### config.mk
export PLATFORM = sky130hd
export DESIGN_NAME = mmu_seq_ctrl
export DESIGN_NICKNAME = d
export VERILOG_FILES = /design/src/rtl/mmu_seq_ctrl.sv
export SDC_FILE = /design/constraint.sdc
export NUM_CORES = 1
export LEC_CHECK = 0
export ABC_AREA = 1
export BUFFER_PORTS_ARGS = -buffer_cell sky130_fd_sc_hd__clkbuf_2
export CORE_UTILIZATION = 40
export CTS_BUF_LIST = sky130_fd_sc_hd__clkbuf_8 sky130_fd_sc_hd__clkbuf_16
export DETAILED_ROUTE_END_ITERATION = 10
export PLACE_DENSITY = 0.75
export SLEW_MARGIN = 20
export SYNTH_ARGS = -nofsm -noshare
export SYNTH_HDL_FRONTEND = slang
export SYNTH_SLANG_ARGS = --single-unit
### constraint.sdc
create_clock -name clk -period 5.4 [get_ports clk]
set_clock_uncertainty 0.1 [all_clocks]
set_input_delay 0 -clock clk [delete_from_list [all_inputs] [get_ports clk]]
set_output_delay 0 -clock clk [all_outputs]
set_load 0.05 [all_outputs]
### src/rtl/mmu_seq_ctrl.sv
`default_nettype none
// ============================================================================
//  Module   : mmu_seq_ctrl
//  Purpose  : Sequencer for the 2x2 weight-stationary systolic matrix unit.
//             On an accepted start it snapshots the activation matrix A and
//             the weight matrix W. It pulses load_weight for one cycle and
//             then streams the skewed activation rows with valid high. It
//             captures the column accumulator outputs into C = A x W and
//             pulses done for one cycle.
//  Revision : 1.0  initial release
// ----------------------------------------------------------------------------
//  Ports
//    clk                     clock, all logic on the rising edge
//    reset                   asynchronous, active-low reset
//    start                   request a multiply (accepted only in IDLE)
//    a00,a01,a10,a11         activation matrix A[row][col]
//    w00,w01,w10,w11         weight matrix W[row][col]
//    busy                    high while loading weights or feeding
//    done                    one-cycle completion pulse
//    load_weight, valid      array control
//    a_in1, a_in2            array activation inputs, rows 0 and 1
//    weight1..weight4        array weights for PE(0,0),(0,1),(1,0),(1,1)
//    acc_out1, acc_out2      array column 0 / column 1 accumulator results
//    c00,c01,c10,c11         result matrix C[row][col]
// ============================================================================
module mmu_seq_ctrl #(
    parameter int DATA_W     = 16,
    parameter int ACC_W      = 32,
    parameter int CAP_OFFSET = 2
) (
    input  logic              clk,
    input  logic              reset,
    input  logic              start,
    input  logic [DATA_W-1:0] a00,
    input  logic [DATA_W-1:0] a01,
    input  logic [DATA_W-1:0] a10,
    input  logic [DATA_W-1:0] a11,
    input  logic [DATA_W-1:0] w00,
    input  logic [DATA_W-1:0] w01,
    input  logic [DATA_W-1:0] w10,
    input  logic [DATA_W-1:0] w11,
    output logic              busy,
    output logic              done,
    output logic              load_weight,
    output logic              valid,
    output logic [DATA_W-1:0] a_in1,
    output logic [DATA_W-1:0] a_in2,
    output logic [DATA_W-1:0] weight1,
    output logic [DATA_W-1:0] weight2,
    output logic [DATA_W-1:0] weight3,
    output logic [DATA_W-1:0] weight4,
    input  logic [ACC_W-1:0]  acc_out1,
    input  logic [ACC_W-1:0]  acc_out2,
    output logic [ACC_W-1:0]  c00,
    output logic [ACC_W-1:0]  c01,
    output logic [ACC_W-1:0]  c10,
    output logic [ACC_W-1:0]  c11
);

    // Number of feed cycles: three skewed activation slots plus the array
    // pipeline depth before the last column-1 result appears.
    localparam int NF    = CAP_OFFSET + 3;
    localparam int CNT_W = $clog2(NF + 1);

    localparam logic [CNT_W-1:0] c_CNT_ZERO = '0;
    localparam logic [CNT_W-1:0] c_CNT_ONE  = CNT_W'(1);
    localparam logic [CNT_W-1:0] c_CNT_TWO  = CNT_W'(2);
    localparam logic [CNT_W-1:0] c_CNT_LAST = CNT_W'(NF - 1);
    localparam logic [CNT_W-1:0] c_CAP0     = CNT_W'(CAP_OFFSET);
    localparam logic [CNT_W-1:0] c_CAP1     = CNT_W'(CAP_OFFSET + 1);
    localparam logic [CNT_W-1:0] c_CAP2     = CNT_W'(CAP_OFFSET + 2);

    typedef enum logic [1:0] {
        ST_IDLE = 2'd0,
        ST_LOAD = 2'd1,
        ST_FEED = 2'd2,
        ST_DONE = 2'd3
    } state_t;

    state_t            r_state;
    state_t            w_state_nxt;
    logic [CNT_W-1:0]  r_cnt;
    logic [CNT_W-1:0]  w_cnt_nxt;

    // Activation snapshot. The W snapshot lives directly in the weight
    // output registers, which hold it until the next accepted start.
    logic [DATA_W-1:0] r_a00;
    logic [DATA_W-1:0] r_a01;
    logic [DATA_W-1:0] r_a10;
    logic [DATA_W-1:0] r_a11;

    logic [DATA_W-1:0] r_w1;
    logic [DATA_W-1:0] r_w2;
    logic [DATA_W-1:0] r_w3;
    logic [DATA_W-1:0] r_w4;

    logic              r_busy;
    logic              r_done;
    logic              r_load_weight;
    logic              r_valid;
    logic [DATA_W-1:0] r_a_in1;
    logic [DATA_W-1:0] r_a_in2;

    logic [ACC_W-1:0]  r_c00;
    logic [ACC_W-1:0]  r_c01;
    logic [ACC_W-1:0]  r_c10;
    logic [ACC_W-1:0]  r_c11;

    // Next-cycle values of the registered outputs
    logic              w_snap;
    logic              w_busy_nxt;
    logic              w_done_nxt;
    logic              w_load_nxt;
    logic              w_valid_nxt;
    logic [DATA_W-1:0] w_a_in1_nxt;
    logic [DATA_W-1:0] w_a_in2_nxt;
    logic              w_cap_c00;
    logic              w_cap_c10_c01;
    logic              w_cap_c11;

    // ------------------------------------------------------------------------
    // State register
    // ------------------------------------------------------------------------
    always_ff @(posedge clk or negedge reset) begin
        if (!reset) begin
            r_state <= ST_IDLE;
            r_cnt   <= c_CNT_ZERO;
        end else begin
            r_state <= w_state_nxt;
            r_cnt   <= w_cnt_nxt;
        end
    end

    // ------------------------------------------------------------------------
    // Next state, feed counter and next output values.
    // Outputs are registered, so they are decoded from the *next* state and
    // count; this makes each output valid in the cycle its state is active.
    // ------------------------------------------------------------------------
    always_comb begin
        w_state_nxt   = r_state;
        w_cnt_nxt     = r_cnt;
        w_snap        = 1'b0;
        w_busy_nxt    = 1'b0;
        w_done_nxt    = 1'b0;
        w_load_nxt    = 1'b0;
        w_valid_nxt   = 1'b0;
        w_a_in1_nxt   = '0;
        w_a_in2_nxt   = '0;
        w_cap_c00     = 1'b0;
        w_cap_c10_c01 = 1'b0;
        w_cap_c11     = 1'b0;

        unique case (r_state)
            ST_IDLE: begin
                if (start) begin
                    w_snap      = 1'b1;
                    w_state_nxt = ST_LOAD;
                    w_cnt_nxt   = c_CNT_ZERO;
                end
            end
            ST_LOAD: begin
                w_state_nxt = ST_FEED;
                w_cnt_nxt   = c_CNT_ZERO;
            end
            ST_FEED: begin
                // The array results for cycle Fk are sampled on the edge
                // that ends Fk.
                w_cap_c00     = (r_cnt == c_CAP0);
                w_cap_c10_c01 = (r_cnt == c_CAP1);
                w_cap_c11     = (r_cnt == c_CAP2);
                if (r_cnt == c_CNT_LAST) begin
                    w_state_nxt = ST_DONE;
                    w_cnt_nxt   = c_CNT_ZERO;
                end else begin
                    w_cnt_nxt   = r_cnt + c_CNT_ONE;
                end
            end
            ST_DONE: begin
                // start is deliberately not examined here; a start request
                // is taken on the following IDLE cycle.
                w_state_nxt = ST_IDLE;
            end
            default: begin
                w_state_nxt = ST_IDLE;
                w_cnt_nxt   = c_CNT_ZERO;
            end
        endcase

        w_busy_nxt  = (w_state_nxt == ST_LOAD) || (w_state_nxt == ST_FEED);
        w_done_nxt  = (w_state_nxt == ST_DONE);
        w_load_nxt  = (w_state_nxt == ST_LOAD);
        w_valid_nxt = (w_state_nxt == ST_FEED);

        // Skewed feed: row 1 lags row 0 by one cycle.
        if (w_state_nxt == ST_FEED) begin
            if (w_cnt_nxt == c_CNT_ZERO) begin
                w_a_in1_nxt = r_a00;
            end else if (w_cnt_nxt == c_CNT_ONE) begin
                w_a_in1_nxt = r_a10;
                w_a_in2_nxt = r_a01;
            end else if (w_cnt_nxt == c_CNT_TWO) begin
                w_a_in2_nxt = r_a11;
            end
        end
    end

    // ------------------------------------------------------------------------
    // Snapshot, control outputs and feed data
    // ------------------------------------------------------------------------
    always_ff @(posedge clk or negedge reset) begin
        if (!reset) begin
            r_a00         <= '0;
            r_a01         <= '0;
            r_a10         <= '0;
            r_a11         <= '0;
            r_w1          <= '0;
            r_w2          <= '0;
            r_w3          <= '0;
            r_w4          <= '0;
            r_busy        <= 1'b0;
            r_done        <= 1'b0;
            r_load_weight <= 1'b0;
            r_valid       <= 1'b0;
            r_a_in1       <= '0;
            r_a_in2       <= '0;
        end else begin
            if (w_snap) begin
                r_a00 <= a00;
                r_a01 <= a01;
                r_a10 <= a10;
                r_a11 <= a11;
                r_w1  <= w00;
                r_w2  <= w01;
                r_w3  <= w10;
                r_w4  <= w11;
            end
            r_busy        <= w_busy_nxt;
            r_done        <= w_done_nxt;
            r_load_weight <= w_load_nxt;
            r_valid       <= w_valid_nxt;
            r_a_in1       <= w_a_in1_nxt;
            r_a_in2       <= w_a_in2_nxt;
        end
    end

    // ------------------------------------------------------------------------
    // Result capture: full-width accumulator values, held across runs until
    // overwritten by a later capture.
    // ------------------------------------------------------------------------
    always_ff @(posedge clk or negedge reset) begin
        if (!reset) begin
            r_c00 <= '0;
            r_c01 <= '0;
            r_c10 <= '0;
            r_c11 <= '0;
        end else begin
            if (w_cap_c00) begin
                r_c00 <= acc_out1;
            end
            if (w_cap_c10_c01) begin
                r_c10 <= acc_out1;
                r_c01 <= acc_out2;
            end
            if (w_cap_c11) begin
                r_c11 <= acc_out2;
            end
        end
    end

    assign busy        = r_busy;
    assign done        = r_done;
    assign load_weight = r_load_weight;
    assign valid       = r_valid;
    assign a_in1       = r_a_in1;
    assign a_in2       = r_a_in2;
    assign weight1     = r_w1;
    assign weight2     = r_w2;
    assign weight3     = r_w3;
    assign weight4     = r_w4;
    assign c00         = r_c00;
    assign c01         = r_c01;
    assign c10         = r_c10;
    assign c11         = r_c11;

endmodule
`default_nettype wire

# Word level (Yosys, flattened, before mapping)
# Index checks and enable logic that the tools add are counted.
# totals
register_bits,297
input_bits,195
out_inout_bits,228
word_cells,53
# op_classes
n_addsub,1
n_eq_ne,11
muxes,18
n_reduce_logical,3
# ops
operator,n
2-to-1 mux 16 bit,7
"equality test 3 x 2 -> 1 bit, second input constant",3
one-hot mux 3 bit (3 select lines),1
"equality test 2 bit, second input constant",4
one-hot mux 2 bit (4 select lines),1
2-to-1 mux 3 bit,2
2-to-1 mux 1 bit,5
"equality test 2 x 1 -> 1 bit, second input constant",2
2-to-1 mux 2 bit,2
"adder 3 x 1 -> 3 bit, second input constant",1
"equality test 3 x 1 -> 1 bit, second input constant",1
"equality test 3 bit, second input constant",1
zero test 3 bit,1
zero test 2 bit,1
logical OR 1 bit,1

# Longest topological paths before layout
# Gate-level depths: netlist (run 1).
# logic_depth
word_depth,8
depth_mapped,12
mapped_depth_nobuf,10

# Least setup slack after synthesis (run 1)
# Ideal clock, no wire load.
# synth_timing
kind,flip-flop to flip-flop
start,register r_cnt[0]
end,"register r_a_in1[0], in the netlist a_in1[0]"
arrival_ns,1.664
setup_slack_ns,3.489
path_stages_with_launch,10
path_buffers,1
period_less_slack_ns,1.911
cell_sequence,dfrtp_1 > inv_1 > ha_1 > nand2_1 > nand2_1 > a31oi_1 > ha_1 > inv_1 > clkbuf_1 > a21oi_2
# synth_via
elab_cells_between_ends,13
cone_classes,1 x add/sub; 3 x eq/ne; 8 x mux; 1 x reduce/logical
# synth_rtl
element,line_no,source
"start, declared",82,logic [CNT_W-1:0] r_cnt;
"start signal, assigned",127,r_cnt <= c_CNT_ZERO;
"start signal, assigned",130,r_cnt <= w_cnt_nxt;
equality test 3 bit,171,if (r_cnt == c_CNT_LAST) begin
2-to-1 mux 2 bit,171,
one-hot mux 2 bit (4 select lines),153,unique case (r_state)
equality test 2 bit,-,
via w_valid_nxt,114,logic w_valid_nxt;
2-to-1 mux 16 bit,195,if (w_state_nxt == ST_FEED) begin
via w_a_in1_nxt[0],115,logic [DATA_W-1:0] w_a_in1_nxt;
"end signal, assigned",241,r_a_in1 <= w_a_in1_nxt;
"end, declared",101,logic [DATA_W-1:0] r_a_in1;
# The timed path passes the listed nets, and every way through them passes these cells.
# A chain may end at the register's enable or synchronous reset.

# Worst setup path after layout (run 1)
# layout_timing
start,register r_state[0]
end,"register r_a_in2[15], in the netlist a_in2[15]"
# layout_via
elab_chain_cells,7
elab_cells_between_ends,16
cone_classes,6 x eq/ne; 8 x mux; 2 x reduce/logical
# layout_rtl
element,line_no,source
"start, declared",80,state_t r_state;
"start signal, assigned",129,r_state <= w_state_nxt;
equality test 2 bit (tied with other cells),153,
one-hot mux 3 bit (3 select lines),153,
equality test 3 x 2 -> 1 bit,201,end else if (w_cnt_nxt == c_CNT_TWO) begin
2-to-1 mux 16 bit,201,
2-to-1 mux 16 bit,198,end else if (w_cnt_nxt == c_CNT_ONE) begin
2-to-1 mux 16 bit,196,if (w_cnt_nxt == c_CNT_ZERO) begin
2-to-1 mux 16 bit *,195,
via w_a_in2_nxt[15],116,logic [DATA_W-1:0] w_a_in2_nxt;
"end signal, assigned",242,r_a_in2 <= w_a_in2_nxt;
"end, declared",102,logic [DATA_W-1:0] r_a_in2;
# The timed path passes the listed nets; every way through them passes the cells marked *.

==> impl_metrics.env, run 1 <==
export IMPL_outcome="finished with violations"
export IMPL_violations="negative hold slack"
export IMPL_syn_num_nets=1151
export IMPL_num_vias=9512
export IMPL_critical_path_required_ns=5.77
export IMPL_period_needed_ns=3.04
export IMPL_hold_class="primary input to async pin"
export IMPL_area_growth_pct=47.1
export IMPL_start_util_pct=41.1
export IMPL_post_route_period_util_pct=56.3
export IMPL_grt_met2_usage_pct=40.7
export IMPL_ys_warn_count=0
export IMPL_synth_fa_ha_area_share_pct=1.09
export IMPL_netlist_area_leader_share_pct=64.6
export IMPL_root_buffer="clkbuf_16"
export IMPL_synthCells=946
export IMPL_grt_pass1_wl_um=50400
export IMPL_synth_compound_area_share_pct=7.71
export IMPL_cts_setup_buffers=0
export IMPL_worst_path_max_fanout=33
export IMPL_die_x_um=172
export IMPL_grt_max_degree=164
export IMPL_htree_levels=1
export IMPL_drive_gt1_share_pct=42.3
export IMPL_dpl_cell_area_sq_mm=0.0139
export IMPL_tns_ns=0
export IMPL_antenna_found_initial=2
export IMPL_cts_tree="done"
export IMPL_ant_nets=0
export IMPL_cap_violations=0
export IMPL_fp_row_count=61
export IMPL_max_freq_mhz=329
export IMPL_cts_buffers=30
export IMPL_synth_simple_gate_area_share_pct=8.97
export IMPL_synth_seq_cells=297
export IMPL_drt_first_pass_iters=5
export IMPL_synth_xor_area_share_pct=0
export IMPL_grt_busiest_layer="met2"
export IMPL_nNetsFinal=1750
export IMPL_gr_usage_all_layers_pct=21.9
export IMPL_final_cell_mix="clkbuf_2 (421), dfrtp_1 (297), dlygate4sd3_1 (194)"
export IMPL_wl_um=33300
export IMPL_cts_sinks=297
export IMPL_grt_util_met1_pct=23.3
export IMPL_grt_ovfl_total=0
export IMPL_yosys_top_cells_area="dfrtp_1 (65%), mux2_2 (13%), o21ai_0 (5.6%), nand2_1 (4.5%), inv_1 (2.5%)"
export IMPL_synth_area_sq_mm=0.0115
export IMPL_layout_commonest_cell="clkbuf_2"
export IMPL_yosys_area_top_type="dfrtp_1"
export IMPL_avgSynthCellArea_sq_um=12.2
export IMPL_start_kind="register"
export IMPL_drc=0
export IMPL_synth_area_mux_share_pct=12.5
export IMPL_grt_util_met3_pct=6.28
export IMPL_fill_cells=2128
export IMPL_clk_latency_ns=0.56
export IMPL_rsz0062_at_grt="false"
export IMPL_slew_limit_headroom_pct=32.4
export IMPL_slew_viol_final=0
export IMPL_critPathCaptureType="register"
export IMPL_critPathKind="register to register"
export IMPL_fin_hold_ws_ns=-0.000863
export IMPL_design_core_area_sq_mm=0.0280
export IMPL_port_buffers=422
export IMPL_dieArea_sq_mm=0.0294
export IMPL_grt_pass1_vias=9773
export IMPL_finalHoldViolCount=2
export IMPL_critPathArrivalTime_ns=3.41
export IMPL_seq_area_frac_synth_pct=64.6
export IMPL_tightest_slew_ns=1.01
export IMPL_dpl_hpwl_um=19700
export IMPL_synth_top_family_by_area="multiplexers"
export IMPL_clockBufferDepth=3
export IMPL_io_pins=423
export IMPL_finalSetupViolCount=0
export IMPL_drt_iter0_markers=501
export IMPL_place_congestion=0.771
export IMPL_clk_pin_slew_ns=0.07
export IMPL_die_h_um=172
export IMPL_stdcell_area_sq_mm=0.0169
export IMPL_yosys_cell_types_count=23
export IMPL_wl_per_cell_um=17.1
export IMPL_vias_per_cell=4.88
## worst paths after layout
check	to	slack [ns]	depth (start not counted)	start
setup / recovery	a_in2[15]$_DFF_PN0_	2.36	10	r_state[0]$_DFF_PN0_
hold / removal	weight2[13]$_DFFE_PN0P_	-0.0009	2	reset
setup reg to reg	a_in2[15]$_DFF_PN0_	2.36	10	r_state[0]$_DFF_PN0_
hold reg to reg	c10[4]$_DFFE_PN0P_	0.38	2	c10[4]$_DFFE_PN0P_
max in group asynchronous	c10[26]$_DFFE_PN0P_	3.66	3	reset
min in group clk	weight2[9]$_DFFE_PN0P_	0.11	3	w01[9]
## cells by family (layout without fill, tap and decap cells)
family / after synthesis / after routing
other: 0 / 4
adder cells (fa/ha/maj): 10 / 10
buffers and inverters: 137 / 759
AO/OA/AOI/OAI: 162 / 162
multiplexers: 128 / 128
flip-flops: 297 / 297
AND/OR/NAND/NOR: 212 / 212
## cells in the mapped netlist
library cell  instances
a21oi_1              13
a21oi_2              20
a31oi_1               1
buf_2                23
buf_4                 3
buf_6                 1
buf_8                 2
clkbuf_1             28
dfrtp_1             297
ha_1                 10
inv_1                76
inv_2                 4
mux2_2              128
nand2_1             138
nand2_2               2
nand2_4               1
nand3_1              32
nand3_2              20
nand4_1              16
nand4_2               1
nor2_2                1
nor2_4                1
o21ai_0             128
## metal layers
| metal | share of wire, % | vias to the layer above | wire, um |
|---|---|---|---|
| met2 | 51 | 404 | 17100 |
| met1 | 36 | 4676 | 12100 |
| met3 | 8.5 | 76 | 2820 |
| li1 | - | 4356 | - |
| met4 | 3.7 | 0 | 1230 |
| met5 | 0 | - | 0 |
## state kept, by name, summed over array words and instances, names as in the netlist
signal,cells
a_in1,16
a_in2,16
busy,1
c00,32
c01,32
c10,32
c11,32
done,1
load_weight,1
r_a00,16
r_a01,16
r_a10,16
r_a11,16
r_cnt,3
r_state,2
valid,1
weight1,16
weight2,16
weight3,16
weight4,16
## what timing repair did
action / in CTS / in global routing
hold buffers: 194 / 0
gates resized for setup: 0 / 0
setup endpoints to repair: 0 / 0
endpoints found under the hold margin: 382 / 0
## worst max-delay path: stages, from the launching register on
cell	delay (ns)
dfrtp_1	0.39
inv_1	0.13
ha_1	0.41
inv_2	0.06
nor2_2	0.10
nand2_1	0.05
nand2_1	0.07
nand2_2	0.41
inv_2	0.82
nand3_1	0.16
a21oi_1	0.19
## final cells by class
| cell class | count | area, sq um | share of cell area (%) |
|---|---|---|---|
| Multi-Input combinational cell | 512 | 3520 | 20.8 |
| Clock inverter | 19 | 188 | 1.11 |
| Inverter | 80 | 300 | 1.78 |
| Antenna cell | 4 | 10.0 | 0.0592 |
| Tap cell | 378 | 473 | 2.80 |
| Sequential cell | 297 | 7430 | 43.9 |
| Clock buffer | 36 | 833 | 4.93 |
| Timing Repair Buffer | 624 | 4160 | 24.6 |
## metrics by stage
stage	cells	worst slack [ns]	util (%)	hold WS, ns
5_1_grt	1948	2.16	60.4	0.0681
4_1_cts	1945	2.38	60.2	0.0147
3_5_place_dp	1696	2.40	49.6	0.0416
2_1_floorplan	946	3.49	-	-0.396
6_report	1950	2.36	60.4	-0.000863
3_3_place_gp	1696	2.54	49.6	0.0394
Power of run 1 is not shown: default switching activity piles up to over one toggle a cycle in this logic, so the estimate is an artifact.
==> run 2: changes to the inputs <==
Settings changed: PLACE_DENSITY 0.75 to 0.77.
Clock period 5.4 ns to 2.78 ns, I/O delays scaled along.
==> run 2 against run 1 <==
Net effect: clock-buffer cell count rose by 2; worst hold slack improved by 0.11 ns; final area is 1.8% higher; the flow now finishes without violations; critical path type unchanged; register-to-register slack worse by 2.1 ns; wire length increased by 2.9%; non-clock buffer count grew 23; die area unchanged.
==> impl_metrics.env, run 2 (synthesized netlist as in run 1, its figures left out) <==
export IMPL_final_cell_mix="clkbuf_2 (421), dfrtp_1 (297), dlygate4sd3_1 (205)"
export IMPL_ant_nets=0
export IMPL_cp_slowest_cell="clkinv_1"
export IMPL_cts_resized_gates=0
export IMPL_die_h_um=172
export IMPL_wl_um=34300
export IMPL_critPathCaptureType="register"
export IMPL_gr_usage_all_layers_pct=22.4
export IMPL_hold_class="primary input to register"
export IMPL_grt_pass1_vias=10100
export IMPL_post_place_ws_ns=0.373
export IMPL_tns_ns=0
export IMPL_clk_latency_ns=0.55
export IMPL_dpl_hpwl_um=20700
export IMPL_start_util_pct=41.1
export IMPL_grt_met2_usage_pct=40.8
export IMPL_rsz0062_at_grt="false"
export IMPL_antenna_found_initial=0
export IMPL_nNetsFinal=1773
export IMPL_root_buffer="clkbuf_16"
export IMPL_antennaDiodeCount=0
export IMPL_htree_levels=1
export IMPL_critPathKind="register to register"
export IMPL_finalSetupViolCount=0
export IMPL_cts_sinks=297
export IMPL_max_stage_delay_ns=0.42
export IMPL_worst_path_max_fanout=22
export IMPL_num_vias=9619
export IMPL_cts_buffers=30
export IMPL_slew_limit_headroom_pct=54.7
export IMPL_wl_per_cell_um=17.4
export IMPL_vias_per_cell=4.89
export IMPL_grt_max_degree=84
export IMPL_io_pins=423
export IMPL_port_buffers=422
export IMPL_design_core_area_sq_mm=0.0280
export IMPL_cts_setup_buffers=0
export IMPL_finalHoldViolCount=0
export IMPL_die_x_um=172
export IMPL_holdBufCountCts=205
export IMPL_drt_first_pass_iters=5
export IMPL_drive_gt1_share_pct=42.5
export IMPL_crit_family="buffers and inverters"
export IMPL_drc=0
export IMPL_period_needed_ns=2.53
export IMPL_drt_iter0_markers=700
export IMPL_grt_pass1_wl_um=51700
export IMPL_place_congestion=0.771
export IMPL_critPathBufInv=3
export IMPL_slew_viol_final=0
export IMPL_cp_cell_sequence="inv_1 > ha_1 > nand2_1 > nand2_1 > a31oi_1 > ha_1 > clkinv_1 > buf_12 > a21oi_1"
export IMPL_tightest_slew_ns=0.680
export IMPL_grt_busiest_layer="met2"
export IMPL_start_kind="register"
export IMPL_clockBufferDepth=3
export IMPL_cap_violations=0
export IMPL_grt_util_met1_pct=24.4
export IMPL_clk_pin_slew_ns=0.07
export IMPL_grt_ovfl_total=0
export IMPL_layout_commonest_cell="clkbuf_2"
export IMPL_dieArea_sq_mm=0.0294
export IMPL_fp_row_count=61
export IMPL_critical_path_required_ns=3.15
export IMPL_grt_util_met3_pct=5.89
export IMPL_post_route_period_util_pct=91.1
export IMPL_setup_ws_ns=0.249
export IMPL_outcome="finished, final reports clean"
export IMPL_area_growth_pct=49.7
export IMPL_max_freq_mhz=395
export IMPL_critPathArrivalTime_ns=2.90
export IMPL_cts_tree="done"
==> run 2: cell types whose count changed in the layout (fill, tap and decap cells not counted), moves of 2 or more <==
cell and delta:
dlygate4sd3_1 +11, inv_1 -2, clkbuf_8 +2, buf_12 +9
clkinv_4 -2, diode_2 -4, buf_4 +5
==> run 2: layout make-up <==
type / count / area [sq um]
fillers: 2012 / 10800
clock buffers: 38 / 861
inverters: 80 / 300
well taps: 378 / 473
repair buffers: 647 / 4450
clock inverters: 17 / 198
flip-flops and latches: 297 / 7430
multi-input cells: 512 / 3510
==> run 2: worst register-to-register path, cell delays in order, from the launching register on <==
cell and delay [ns]:
dfrtp_1 0.37, inv_1 0.09, ha_1 0.23, nand2_1 0.18, nand2_1 0.09, a31oi_1 0.24
ha_1 0.20, clkinv_1 0.42, buf_12 0.36, a21oi_1 0.17
==> run 2: per-stage QoR <==
| stage | cells | area [sq um] | utilization, % | hold WS [ns] |
|---|---|---|---|---|
| after floorplan | 946 | 11500 | - | -0.396 |
| after global placement | 1709 | 14100 | 50.4 | -0.00756 |
| after detailed placement | 1709 | 14100 | 50.4 | -0.00683 |
| after CTS | 1969 | 17200 | 61.5 | 0.0900 |
| after global routing | 1969 | 17200 | 61.5 | 0.0988 |
| final | 1969 | 17200 | 61.5 | 0.114 |
==> run 2: final timing paths <==
check,end,slack [ns],from,depth (start not counted)
max,a_in2[9]$_DFF_PN0_,0.25,r_cnt[0]$_DFF_PN0_,9
min,weight2[10]$_DFFE_PN0P_,0.11,w01[10],3
max reg2reg,a_in2[9]$_DFF_PN0_,0.25,r_cnt[0]$_DFF_PN0_,9
min reg2reg,c10[19]$_DFFE_PN0P_,0.39,c10[19]$_DFFE_PN0P_,2
max in group asynchronous,r_a10[15]$_DFFE_PN0P_,0.66,reset,4
min in group asynchronous,weight2[12]$_DFFE_PN0P_,0.49,reset,3
==> run 2: per-layer routing <==
layer  routed length, um  vias to the layer above  share of wire [%]
met5                   0                        -                  0
met1               12600                     4705                 37
li1                    -                     4402                  -
met2               17400                      435                 51
met3                2810                       77                8.2
met4                1450                        0                4.2
Power of run 2 is left out for the same reason.
==> run 3: changes to the inputs <==
Settings changed: PLACE_DENSITY 0.77 to 0.69.
==> run 3 against run 2 <==
Net effect: register-to-register slack improved by 0.33 ns; utilization shrank 0.32 points; critical endpoint is now a_in2[15]$_DFF_PN0_; via count is 2.0% lower; worst hold slack lost 0.10 ns; highest routed layer unchanged; worst setup slack better by 0.33 ns; first-iteration DRC count shrank 28%.
==> impl_metrics.env, run 3 (synthesized netlist as in run 1, its figures left out) <==
export IMPL_dpl_hpwl_um=20600
export IMPL_grt_util_met1_pct=24.4
export IMPL_cts_sinks=297
export IMPL_drc=0
export IMPL_grt_busiest_layer="met2"
export IMPL_clk_pin_slew_ns=0.06
export IMPL_critPathKind="register to register"
export IMPL_drt_first_pass_iters=5
export IMPL_design_core_area_sq_mm=0.0280
export IMPL_layout_commonest_cell="clkbuf_2"
export IMPL_grt_ovfl_total=0
export IMPL_finalSetupViolCount=0
export IMPL_period_needed_ns=2.21
export IMPL_finalHoldViolCount=0
export IMPL_dieArea_sq_mm=0.0294
export IMPL_wl_um=33200
export IMPL_cts_buffers=31
export IMPL_post_route_period_util_pct=79.3
export IMPL_max_stage_delay_ns=0.38
export IMPL_slew_limit_headroom_pct=46.7
export IMPL_start_util_pct=41.1
export IMPL_slew_viol_final=0
export IMPL_grt_max_degree=102
export IMPL_vias_per_cell=4.81
export IMPL_nNetsFinal=1763
export IMPL_grt_pass1_vias=9640
export IMPL_cts_tree="done"
export IMPL_ant_nets=0
export IMPL_critPathArrivalTime_ns=2.57
export IMPL_die_h_um=172
export IMPL_antenna_found_initial=1
export IMPL_cts_setup_buffers=0
export IMPL_r2r_end="a_in2[15]$_DFF_PN0_"
export IMPL_drt_iter0_markers=504
export IMPL_port_buffers=422
export IMPL_fill_cells=2122
export IMPL_grt_util_met3_pct=5.98
export IMPL_gr_usage_all_layers_pct=21.8
export IMPL_clk_latency_ns=0.55
export IMPL_regToRegStartpoint="r_state[0]$_DFF_PN0_"
export IMPL_final_cell_mix="clkbuf_2 (421), dfrtp_1 (297), dlygate4sd3_1 (194)"
export IMPL_critPathCaptureType="register"
export IMPL_root_buffer="clkbuf_16"
export IMPL_drive_gt1_share_pct=42.7
export IMPL_io_pins=423
export IMPL_cap_violations=0
export IMPL_critPathBufInv=4
export IMPL_wl_per_cell_um=16.9
export IMPL_place_congestion=0.765
export IMPL_rsz0062_at_grt="false"
export IMPL_worst_path_max_fanout=21
export IMPL_num_vias=9429
export IMPL_htree_levels=1
export IMPL_cp_slowest_cell="dfrtp_1"
export IMPL_cp_cell_sequence="inv_1 > ha_1 > inv_2 > nor2_2 > nand2_1 > nand2_1 > nand2_2 > inv_2 > buf_12 > nand3_1 > a21oi_1"
export IMPL_tns_ns=0
export IMPL_area_growth_pct=49.0
export IMPL_grt_pass1_wl_um=50300
export IMPL_rrSetupSlack_ns=0.57
export IMPL_r2r_cells=11
export IMPL_grt_met2_usage_pct=39.6
export IMPL_tightest_slew_ns=0.799
export IMPL_outcome="finished, final reports clean"
export IMPL_clockBufferDepth=3
export IMPL_critical_path_required_ns=3.14
export IMPL_fp_row_count=61
export IMPL_hold_class="primary input to async pin"
export IMPL_die_x_um=172
export IMPL_crit_family="buffers and inverters"
export IMPL_start_kind="register"
export IMPL_path_depth=11
export IMPL_max_freq_mhz=453
[run 3: metrics by stage]
step                      cells  cell area [sq um]  setup WS, ns  util, %  hold WS (ns)
after global routing       1960              17100         0.329     61.2        0.0580
after detailed placement   1709              14100         0.580     50.4        0.0174
final                      1960              17100         0.575     61.2        0.0120
after CTS                  1959              17100         0.561     61.2        0.0148
after global placement     1709              14100         0.668     50.4        0.0200
after floorplan             946              11500         0.869        -        -0.396
[run 3: routing by layer]
metal	wire, um	vias to the layer above
met5	0	-
met2	16900	406
li1	-	4384
met3	2780	76
met4	1090	0
met1	12500	4563
[run 3: worst max path at each step]
stage	to	startpoint	slack (ns)
detailed placement	a_in2[15]$_DFF_PN0_	r_state[0]$_DFF_PN0_	0.58
finish	a_in2[15]$_DFF_PN0_	r_state[0]$_DFF_PN0_	0.57
floorplan	a_in1[0]$_DFF_PN0_	r_cnt[0]$_DFF_PN0_	0.87
CTS	a_in2[15]$_DFF_PN0_	r_state[0]$_DFF_PN0_	0.56
global placement	a_in2[2]$_DFF_PN0_	r_state[0]$_DFF_PN0_	0.67
global route	a_in2[0]$_DFF_PN0_	r_state[0]$_DFF_PN0_	0.33
[run 3: layout make-up]
type,count,area (sq um),share of cell area (%)
Clock inverter,19,219,1.28
Multi-Input combinational cell,512,3510,20.5
Tap cell,378,473,2.76
Inverter,80,300,1.75
Sequential cell,297,7430,43.4
Clock buffer,37,858,5.01
Timing Repair Buffer,636,4340,25.3
Antenna cell,1,2.50,0.0146
[run 3: what timing repair did]
item	in CTS	in global routing
resized for setup	0	0
hold buffers	194	0
endpoints found under the hold margin	462	0
[run 3: worst register-to-register path, cell delays in order (launching register included)]
cell	delay, ns
dfrtp_1	0.38
inv_1	0.12
ha_1	0.37
inv_2	0.06
nor2_2	0.11
nand2_1	0.06
nand2_1	0.07
nand2_2	0.06
inv_2	0.29
buf_12	0.24
nand3_1	0.12
a21oi_1	0.16
Power of run 3 is left out for the same reason.
